## src/rtl/branch_resolve_pkg.sv

```systemverilog
// -----------------------------------------------------------------------------
// branch_resolve_pkg
// Shared constants and types for the execute-stage branch resolver:
//   ADDR_WIDTH / DATA_WIDTH : PC and operand widths
//   br_funct3_e             : conditional-branch condition codes
//   br_state_e              : resolver FSM states
//   INSN_BYTES              : fall-through increment for a not-taken branch
// -----------------------------------------------------------------------------
package branch_resolve_pkg;

   localparam int unsigned ADDR_WIDTH = 32;
   localparam int unsigned DATA_WIDTH = 32;

   typedef enum logic [2:0] {
      F3_BEQ  = 3'b000,
      F3_BNE  = 3'b001,
      F3_BLT  = 3'b100,
      F3_BGE  = 3'b101,
      F3_BLTU = 3'b110,
      F3_BGEU = 3'b111
   } br_funct3_e;

   typedef enum logic {
      ST_IDLE     = 1'b0,
      ST_REDIRECT = 1'b1
   } br_state_e;

   localparam logic [ADDR_WIDTH-1:0] INSN_BYTES = ADDR_WIDTH'(4);

endpackage

```

## src/rtl/branch_cond_unit.sv

```systemverilog
// -----------------------------------------------------------------------------
// branch_cond_unit
// Purely combinational evaluation of a conditional-branch condition.
// Ports:
//   funct3     in  3           condition code
//   op_a       in  DATA_WIDTH  rs1 operand
//   op_b       in  DATA_WIDTH  rs2 operand
//   taken      out 1           condition holds
//   valid_cond out 1           funct3 is a real branch code (010/011 are not)
// -----------------------------------------------------------------------------
module branch_cond_unit
   import branch_resolve_pkg::*;
(
   input  logic [2:0]            funct3,
   input  logic [DATA_WIDTH-1:0] op_a,
   input  logic [DATA_WIDTH-1:0] op_b,
   output logic                  taken,
   output logic                  valid_cond
);

   always_comb begin
      taken      = 1'b0;
      valid_cond = 1'b1;
      case (funct3)
         F3_BEQ:  taken = (op_a == op_b);
         F3_BNE:  taken = (op_a != op_b);
         F3_BLT:  taken = ($signed(op_a) <  $signed(op_b));
         F3_BGE:  taken = ($signed(op_a) >= $signed(op_b));
         F3_BLTU: taken = (op_a <  op_b);
         F3_BGEU: taken = (op_a >= op_b);
         default: valid_cond = 1'b0;
      endcase
   end

endmodule

```

## src/rtl/branch_resolve.sv

```systemverilog
// -----------------------------------------------------------------------------
// branch_resolve
// Resolves conditional branches and JALR in EX against the fetch-time
// prediction, emits one-cycle registered predictor training strobes, and on a
// mispredict pulses flush and holds a fetch redirect until fetch accepts it.
// Saturating counters track resolved branches/JALRs and mispredicts.
// Ports:
//   cpu_clk, cpu_rstn                 clock, async active-low reset
//   ex_valid, ex_is_branch, ex_is_jalr, ex_funct3, ex_pc, ex_imm,
//   src_data1_ex, src_data2_ex        EX instruction and forwarded operands
//   ex_predict_taken/_target_pc       final fetch prediction
//   ex_predict1/3_taken, ex_is_loop   sub-predictor state carried from fetch
//   branch_ex, jalr_ex, branch_taken_ex, predict1/3_taken_ex, is_loop_ex,
//   branch_pc_ex, branch_target_pc    registered training outputs
//   redirect_valid/_pc, redirect_ready  fetch redirect handshake
//   flush                             one-cycle kill of younger instructions
//   ex_stall                          EX must hold while redirecting
//   branch_cnt, mispredict_cnt        saturating performance counters
// -----------------------------------------------------------------------------
module branch_resolve
   import branch_resolve_pkg::*;
#(
   parameter int unsigned CNT_WIDTH = 32
) (
   input  logic                  cpu_clk,
   input  logic                  cpu_rstn,
   input  logic                  ex_valid,
   input  logic                  ex_is_branch,
   input  logic                  ex_is_jalr,
   input  logic [2:0]            ex_funct3,
   input  logic [ADDR_WIDTH-1:0] ex_pc,
   input  logic [DATA_WIDTH-1:0] ex_imm,
   input  logic [DATA_WIDTH-1:0] src_data1_ex,
   input  logic [DATA_WIDTH-1:0] src_data2_ex,
   input  logic                  ex_predict_taken,
   input  logic [ADDR_WIDTH-1:0] ex_predict_target_pc,
   input  logic                  ex_predict1_taken,
   input  logic                  ex_predict3_taken,
   input  logic                  ex_is_loop,
   output logic                  branch_ex,
   output logic                  jalr_ex,
   output logic                  branch_taken_ex,
   output logic                  predict1_taken_ex,
   output logic                  predict3_taken_ex,
   output logic                  is_loop_ex,
   output logic [ADDR_WIDTH-1:0] branch_pc_ex,
   output logic [ADDR_WIDTH-1:0] branch_target_pc,
   output logic                  redirect_valid,
   output logic [ADDR_WIDTH-1:0] redirect_pc,
   input  logic                  redirect_ready,
   output logic                  flush,
   output logic                  ex_stall,
   output logic [CNT_WIDTH-1:0]  branch_cnt,
   output logic [CNT_WIDTH-1:0]  mispredict_cnt
);

   br_state_e             state_q, state_d;

   logic                  branch_ex_q,         branch_ex_d;
   logic                  jalr_ex_q,           jalr_ex_d;
   logic                  branch_taken_ex_q,   branch_taken_ex_d;
   logic                  predict1_taken_ex_q, predict1_taken_ex_d;
   logic                  predict3_taken_ex_q, predict3_taken_ex_d;
   logic                  is_loop_ex_q,        is_loop_ex_d;
   logic [ADDR_WIDTH-1:0] branch_pc_ex_q,      branch_pc_ex_d;
   logic [ADDR_WIDTH-1:0] branch_target_pc_q,  branch_target_pc_d;
   logic                  flush_q,             flush_d;
   logic [ADDR_WIDTH-1:0] redirect_pc_q,       redirect_pc_d;
   logic [CNT_WIDTH-1:0]  branch_cnt_q,        branch_cnt_d;
   logic [CNT_WIDTH-1:0]  mispredict_cnt_q,    mispredict_cnt_d;

   logic                  cond_taken;
   logic                  cond_valid;
   logic                  is_idle;
   logic                  resolve_br;
   logic                  resolve_jalr;
   logic                  resolve;
   logic [DATA_WIDTH-1:0] jalr_sum;
   logic [ADDR_WIDTH-1:0] jalr_target;
   logic [ADDR_WIDTH-1:0] br_target;
   logic                  actual_taken;
   logic [ADDR_WIDTH-1:0] actual_target;
   logic                  mispredict;
   logic [ADDR_WIDTH-1:0] fallthrough_pc;

   branch_cond_unit u_cond (
      .funct3     (ex_funct3),
      .op_a       (src_data1_ex),
      .op_b       (src_data2_ex),
      .taken      (cond_taken),
      .valid_cond (cond_valid)
   );

   // Resolution datapath. JALR takes priority if both type flags are set.
   always_comb begin
      is_idle        = (state_q == ST_IDLE);
      resolve_jalr   = ex_valid && is_idle && ex_is_jalr;
      resolve_br     = ex_valid && is_idle && !ex_is_jalr && ex_is_branch && cond_valid;
      resolve        = resolve_br || resolve_jalr;

      jalr_sum       = src_data1_ex + ex_imm;
      jalr_target    = {jalr_sum[ADDR_WIDTH-1:1], 1'b0};
      br_target      = ex_pc + ex_imm[ADDR_WIDTH-1:0];
      fallthrough_pc = ex_pc + INSN_BYTES;

      actual_taken   = ex_is_jalr ? 1'b1 : cond_taken;
      actual_target  = ex_is_jalr ? jalr_target : br_target;

      // A correctly predicted direction still mispredicts if both sides
      // agree on taken but disagree on where.
      mispredict     = resolve &&
                       ((actual_taken != ex_predict_taken) ||
                        (actual_taken && ex_predict_taken &&
                         (actual_target != ex_predict_target_pc)));
   end

   // FSM next state and held redirect PC.
   always_comb begin
      state_d       = state_q;
      redirect_pc_d = redirect_pc_q;
      case (state_q)
         ST_IDLE: begin
            if (mispredict) begin
               state_d       = ST_REDIRECT;
               redirect_pc_d = actual_taken ? actual_target : fallthrough_pc;
            end
         end
         ST_REDIRECT: begin
            if (redirect_ready) state_d = ST_IDLE;
         end
         default: state_d = ST_IDLE;
      endcase
   end

   // Training strobes: every value is forced to zero in cycles without a
   // resolution so the predictor never sees stale data.
   always_comb begin
      branch_ex_d         = resolve_br;
      jalr_ex_d           = resolve_jalr;
      branch_taken_ex_d   = resolve && actual_taken;
      predict1_taken_ex_d = resolve && ex_predict1_taken;
      predict3_taken_ex_d = resolve && ex_predict3_taken;
      is_loop_ex_d        = resolve && ex_is_loop;
      branch_pc_ex_d      = resolve ? ex_pc : '0;
      branch_target_pc_d  = resolve ? actual_target : '0;
      flush_d             = mispredict;
   end

   // Saturating counters: hold once all ones.
   always_comb begin
      branch_cnt_d     = branch_cnt_q;
      mispredict_cnt_d = mispredict_cnt_q;
      if (resolve && (branch_cnt_q != '1))
         branch_cnt_d = branch_cnt_q + CNT_WIDTH'(1);
      if (mispredict && (mispredict_cnt_q != '1))
         mispredict_cnt_d = mispredict_cnt_q + CNT_WIDTH'(1);
   end

   always_ff @(posedge cpu_clk or negedge cpu_rstn) begin
      if (!cpu_rstn) begin
         state_q             <= ST_IDLE;
         branch_ex_q         <= 1'b0;
         jalr_ex_q           <= 1'b0;
         branch_taken_ex_q   <= 1'b0;
         predict1_taken_ex_q <= 1'b0;
         predict3_taken_ex_q <= 1'b0;
         is_loop_ex_q        <= 1'b0;
         branch_pc_ex_q      <= '0;
         branch_target_pc_q  <= '0;
         flush_q             <= 1'b0;
         redirect_pc_q       <= '0;
         branch_cnt_q        <= '0;
         mispredict_cnt_q    <= '0;
      end else begin
         state_q             <= state_d;
         branch_ex_q         <= branch_ex_d;
         jalr_ex_q           <= jalr_ex_d;
         branch_taken_ex_q   <= branch_taken_ex_d;
         predict1_taken_ex_q <= predict1_taken_ex_d;
         predict3_taken_ex_q <= predict3_taken_ex_d;
         is_loop_ex_q        <= is_loop_ex_d;
         branch_pc_ex_q      <= branch_pc_ex_d;
         branch_target_pc_q  <= branch_target_pc_d;
         flush_q             <= flush_d;
         redirect_pc_q       <= redirect_pc_d;
         branch_cnt_q        <= branch_cnt_d;
         mispredict_cnt_q    <= mispredict_cnt_d;
      end
   end

   always_comb begin
      branch_ex         = branch_ex_q;
      jalr_ex           = jalr_ex_q;
      branch_taken_ex   = branch_taken_ex_q;
      predict1_taken_ex = predict1_taken_ex_q;
      predict3_taken_ex = predict3_taken_ex_q;
      is_loop_ex        = is_loop_ex_q;
      branch_pc_ex      = branch_pc_ex_q;
      branch_target_pc  = branch_target_pc_q;
      flush             = flush_q;
      redirect_pc       = redirect_pc_q;
      redirect_valid    = (state_q == ST_REDIRECT);
      ex_stall          = (state_q == ST_REDIRECT);
      branch_cnt        = branch_cnt_q;
      mispredict_cnt    = mispredict_cnt_q;
   end

endmodule

```

## config.mk

```make
export PLATFORM = sky130hd
export DESIGN_NAME = branch_resolve
export DESIGN_NICKNAME = d
export VERILOG_FILES = /design/src/rtl/branch_resolve_pkg.sv /design/src/rtl/branch_cond_unit.sv /design/src/rtl/branch_resolve.sv
export SDC_FILE = /design/constraint.sdc
export NUM_CORES = 1
export LEC_CHECK = 0
export ABC_AREA = 0
export CORE_MARGIN = 4
export CORE_UTILIZATION = 51
export DETAILED_ROUTE_END_ITERATION = 6
export PLACE_DENSITY = 0.93
export SKIP_LAST_GASP = 1
export SYNTH_ARGS = -nofsm -noshare
export SYNTH_HDL_FRONTEND = slang
export SYNTH_SLANG_ARGS = --single-unit
```

## constraint.sdc

```tcl
create_clock -name cpu_clk -period 3.62 [get_ports cpu_clk]
set_clock_uncertainty 0.05 [all_clocks]
set_input_delay 0.905 -clock cpu_clk [delete_from_list [all_inputs] [get_ports cpu_clk]]
set_output_delay 0.905 -clock cpu_clk [all_outputs]
set_load 0.03 [all_outputs]
```

==> results by group, run 1 <==
Synthesis
  – Async S/R FF share, synth: 100%
  – Largest area contributor in the netlist: dfrtp_1
  – Mapped Cells: 1585
  – Sequential share of the synthesized area: between 30% and 40%
  – Synth area leaders: dfrtp_1 (31%), ha_1 (8.8%), xor2_1 (4.7%)
  – Post-synth EDFFs: 0
  – YS warnings: 0
  – Netlist cell types: 84
  – Average cell area after synthesis: roughly 8.7 um2
  – Yosys reg bits: around 170
  – Synthesized area: ~14000 um2
  – Yosys top cell area share: around 31%
  – Top_reg_cell synth: dfrtp_1
  – Post-Synthesis Net Count: between 1500 and 2000

Floorplan
  – Initial Util: 52.4%
  – Row Count: slightly below 60
  – Die Y: 172 um
  – I/O pin cnt: between 300 and 400
  – Die Wd: between 150 and 200 um

Placement
  – Post-placement cell area: about 21000 um2
  – Port buffer count: around 340
  – GPL Wtd Cong: between 1 and 1.5
  – Hpwl dp: around 47000 um
  – Post-placement cell count: approximately 2700

Clocking
  – Clock buffer depth: 2
  – CTS Sinks: around 170
  – CTS Root Buffer Type: clkbuf_16
  – H-tree depth: 4
  – Cts bufs inserted: 17

Timing
  – Post-GRT worst EP: redirect_pc[30]$_DFFE_PN0P_/D
  – Worst EP Category: register input

Status
  – Exit stage: global routing
  – Outcome: stopped before the end
  – Err: [ERROR GRT-0232] Routing congestion too high. Check the congestion heatmap in the GUI.

Global routing
  – Largest net degree at the start of global routing: just over 100
  – Global Route Usage Sum: between 70% and 80%
  – Global route overflow: 11
==> metrics by stage <==
step / worst slack (ns) / setup TNS (ns)
after global placement: -2.62 / -177.14
after CTS: -1.78 / -113.29
after floorplan: -2.10 / -132.74
after detailed placement: -2.84 / -191.80
==> cells by family after synthesis <==
family,after synthesis,synth area share [%]
AOI/OAI and AO/OA,366,17.9
xor gates and xnor gates,147,10.1
adders and majority gates,99,9.10
buffers and inverters,121,3.53
DFF,168,30.5
muxes,63,5.69
and+or+nand+nor,621,23.2
==> Yosys cell counts, types with 21 or more instances <==
master,instances
dfrtp_1,168
and3_1,44
nor3_1,47
xnor2_1,66
a21o_1,31
a21oi_1,99
nor2b_1,43
nand2_1,142
o21ai_0,66
mux2i_1,28
xor2_1,74
nand3_1,60
ha_1,97
a211oi_1,21
inv_1,52
nor2_1,126
nand4_1,47
clkbuf_1,52
mux2_4,29
==> timing repair <==
action | 4_1_cts
buffers inserted | 55
cloned | 2
setup endpoints to repair | 80
resized for setup | 456
pin swaps | 103
hold buffers | 0
==> layer usage <==
metal  GRT overflow  track usage, %
met4              5            68.6
met3              0            60.0
met5              0            27.9
met2              6            87.2
met1              0            71.1
==> run 2, diff against run 1 <==
CORE_UTILIZATION = 40   (was 51)
PLACE_DENSITY = unset   (was 0.93)
PLACE_DENSITY_LB_ADDON = 0.15   (was unset)
==> results by group, run 2 <==
Synthesis
  – Post-Synth Simple-Gate Area: 23.2% (unchanged)
  – Cell with the most instances after synthesis: dfrtp_1
  – Average cell area after synthesis: 8.69 um2 (unchanged)
  – Synth area leaders: dfrtp_1 (31%), ha_1 (8.8%), xor2_1 (4.7%)
  – Yosys reg bits: 168 (unchanged)
  – Mapped Cells: 1585 (unchanged)
  – Synthesized area: 13800 um2 (unchanged)
  – Top_reg_cell synth: dfrtp_1
  – Async S/R FF share, synth: 100% (unchanged)
  – Compound-Gate Fraction of Synth Area: 17.9% (unchanged)
  – Main combinational cell family by area after synthesis: simple AND/OR/NAND/NOR gates
  – Post-Synth Adder-Cell Area: 9.10% (unchanged)
  – Largest area contributor in the netlist: dfrtp_1
  – Post-Synthesis Net Count: 1857 (unchanged)
  – Netlist cell types: 84 (unchanged)
  – XOR/XNOR share of the synthesized area: 10.1% (unchanged)
  – Post-synthesis mux area share: 5.69% (unchanged)
  – YS warnings: 0 (unchanged)
  – Yosys top cell area share: 30.5% (unchanged)
  – Sequential share of the synthesized area: 30.5% (unchanged)
  – List of most frequent post-synthesis cells: dfrtp_1 (168), nand2_1 (142), nor2_1 (126)
  – Post-synth EDFFs: 0 (unchanged)

Drt
  – Initial DRT Pass Iterations: 7
  – DRC: 0
  – Wire length per cell: about 19 um
  – ANT nets after route: 0
  – DRT iter0 DRCs: between 800 and 900
  – Via Count: 15600
  – WL final: between 50000 and 60000 um
  – Drt via density: around 5.4

Timing
  – RSZ-0062 raised after global routing: yes
  – Slew headroom: between 50% and 60%
  – Final Setup Violations: just under 70
  – Period utilization: 144%
  – Final Hold Vio Count: 0
  – Final hold slack: roughly 0.4 ns
  – Worst slew pin tran: roughly 0.65 ns
  – Crit path time final: 5.20 ns
  – Final worst slack: -1.58 ns
  – Max-slew violation count: 0
  – Fmax: 192 MHz

Clocking
  – Cts bufs inserted: 17 (unchanged)
  – Hold bufs inserted after CTS: 0 (unchanged)
  – CTS Sinks: 168 (unchanged)
  – CTS clock-pin slew for the worst setup and hold paths: 0.06 ns
  – Clk Latency, worst-skew pair: about 0.43 ns
  – CTS tree: built
  – CTS Root Buffer Type: clkbuf_16
  – H-tree depth: 4 (unchanged)
  – Clock buffer depth: 2 (unchanged)

Critical path
  – Worst EP required: between 3 and 4 ns
  – R2r worst-path depth: 11
  – Crit path arrival time: 5.46 ns
  – RR Startpoint: mispredict_cnt[15]$_DFFE_PN0P_
  – Setup crit end kind: flop
  – CP endpoint: redirect_pc[19]$_DFFE_PN0P_
  – Startpoint class of the critical path: input port
  – Worst-path fanout max: 8
  – Critical path origin: src_data2_ex[1]
  – Reg2Reg Setup Slack: just over 0.8 ns
  – R2r endpoint: mispredict_cnt[27]$_DFFE_PN0P_
  – WS Path Type: input port to flop

Placement
  – GPL Wtd Cong: 0.938 (-11%)
  – Hpwl dp: 45100 um (-4.2%)
  – Port buffer count: 341 (unchanged)
  – Post-placement cell count: 2800 (+5.6%)

Cells and area
  – Most frequent cells in the layout: buf_4 (505), clkdlybuf4s50_1 (250), dfrtp_1 (168)
  – Nets@finish: between 2000 and 3000
  – Share of cells above drive strength 1: 34.2%
  – Ant. Diodes: 0
  – Area growth, synth to finish: 70.1%
  – Commonest non-fill, non-tap cell in the layout: buf_4
  – Finished Layout Cells: between 2000 and 3000

Floorplan
  – Die Wd: 194 um (+12%)
  – Row Count: 67 (+14%)
  – I/O pin cnt: 342 (unchanged)
  – Placeable Area: approximately 34000 um2
  – Die Y: 194 um (+12%)
  – Die area: about 37000 um2
  – Initial Util: 40.8% (-12 points)

Status
  – Outcome: finished with violations
  – Failing checks: setup timing

Global routing
  – Antenna violations before repair: 0
  – First-pass GRT wire length: 84800 um
  – Largest net degree at the start of global routing: 68
  – Global route overflow: 0
  – Vias in the first global route: 15700
  – Global Route Usage Sum: 28.0%

Pwr
  – Pwr Total: 8.69 mW
  – PwrDens: ~370 nW/um2
  – P_leak: around 11 nW
  – Worst vdd ir: ~0.35 mV

Hold path
  – Hold Crit Class: input port to asynchronous set/reset pin

Run
  – Max_cap viols: 0
## run 2: cell counts after synthesis
No cell type changed its count.
## run 2: layer usage
| layer | wire [um] | GRT usage [%] |
|---|---|---|
| met1 | 24900 | 38.3 |
| met2 | 26600 | 47.7 |
| met3 | 2740 | 3.20 |
| met4 | 1110 | 6.43 |
| met5 | 0 | 0 |
## run 2: worst max-delay path: stages
cell and delay (ns):
buf_8 0.10, inv_6 0.04, ha_4 0.19, nor2b_1 0.12, o21a_1 0.17, o21a_1 0.17, o211ai_1 0.21, a211oi_2 0.13
o31ai_4 0.28, a22o_1 0.25, o311ai_4 0.11, nor3_4 0.19, nor2_2 0.07, inv_2 0.08, ha_4 0.21, a2111oi_4 0.20
o221ai_2 0.15, a2111oi_2 0.23, nand4_1 0.15, nand4b_1 0.20, or4_4 0.57, nor2_4 0.16, nor2_4 0.10, clkbuf_16 0.18
mux2_4 0.29
## run 2: final cells by class
class | instances | area [um2]
inverter | 53 | 204
multi-input combinational | 1297 | 10300
timing repair buffer | 870 | 7540
fill | 2699 | 10400
sequential | 168 | 4200
tap | 448 | 561
clock inverter | 14 | 165
clock buffer | 18 | 439
## run 2: worst min path at each step
| stage | endpoint | startpoint | slack [ns] | cells after the start |
|---|---|---|---|---|
| 2_1_floorplan | branch_cnt[0]$_DFFE_PN0P_ | cpu_rstn | 0.56 | 0 |
| 3_3_place_gp | mispredict_cnt[9]$_DFFE_PN0P_ | mispredict_cnt[9]$_DFFE_PN0P_ | 0.42 | 1 |
| 3_5_place_dp | mispredict_cnt[22]$_DFFE_PN0P_ | mispredict_cnt[22]$_DFFE_PN0P_ | 0.42 | 1 |
| 4_1_cts | branch_cnt[10]$_DFFE_PN0P_ | cpu_rstn | 0.43 | 1 |
| 5_1_grt | mispredict_cnt[22]$_DFFE_PN0P_ | mispredict_cnt[22]$_DFFE_PN0P_ | 0.44 | 1 |
| 6_report | branch_cnt[0]$_DFFE_PN0P_ | cpu_rstn | 0.41 | 1 |
## run 2: kinds of logic after synthesis
| family | Yosys count |
|---|---|
| AND/OR/NAND/NOR | 621 |
| AO/OA/AOI/OAI | 366 |
| flip-flops | 168 |
| XOR/XNOR | 147 |
| buffers and inverters | 121 |
| adder cells (fa/ha/maj) | 99 |
| multiplexers | 63 |
## run 2: repair_timing
item	CTS	global route
resized for setup	244	199
pin swaps	78	62
setup buffers	38	11
setup endpoints to repair	81	77
gates cloned	2	1
## run 2: power breakdown
group	internal [mW]	switching [mW]
combinational	2.18	2.27
sequential	2.18	0.225
clock	1.05	0.784
total	5.42	3.28
## run 2: metrics by stage
step	worst slack (ns)	TNS (ns)	utilization (%)	area [um2]
final	-1.58	-101.69	69.3	23400
after global routing	-1.81	-116.72	69.3	23400
after CTS	-1.69	-110.17	67.7	22900
after detailed placement	-2.74	-186.80	63.1	21300
after global placement	-2.55	-175.15	63.1	21300
after floorplan	-2.10	-132.74	-	13900
Note: power is estimated with default switching activity, not from simulation.
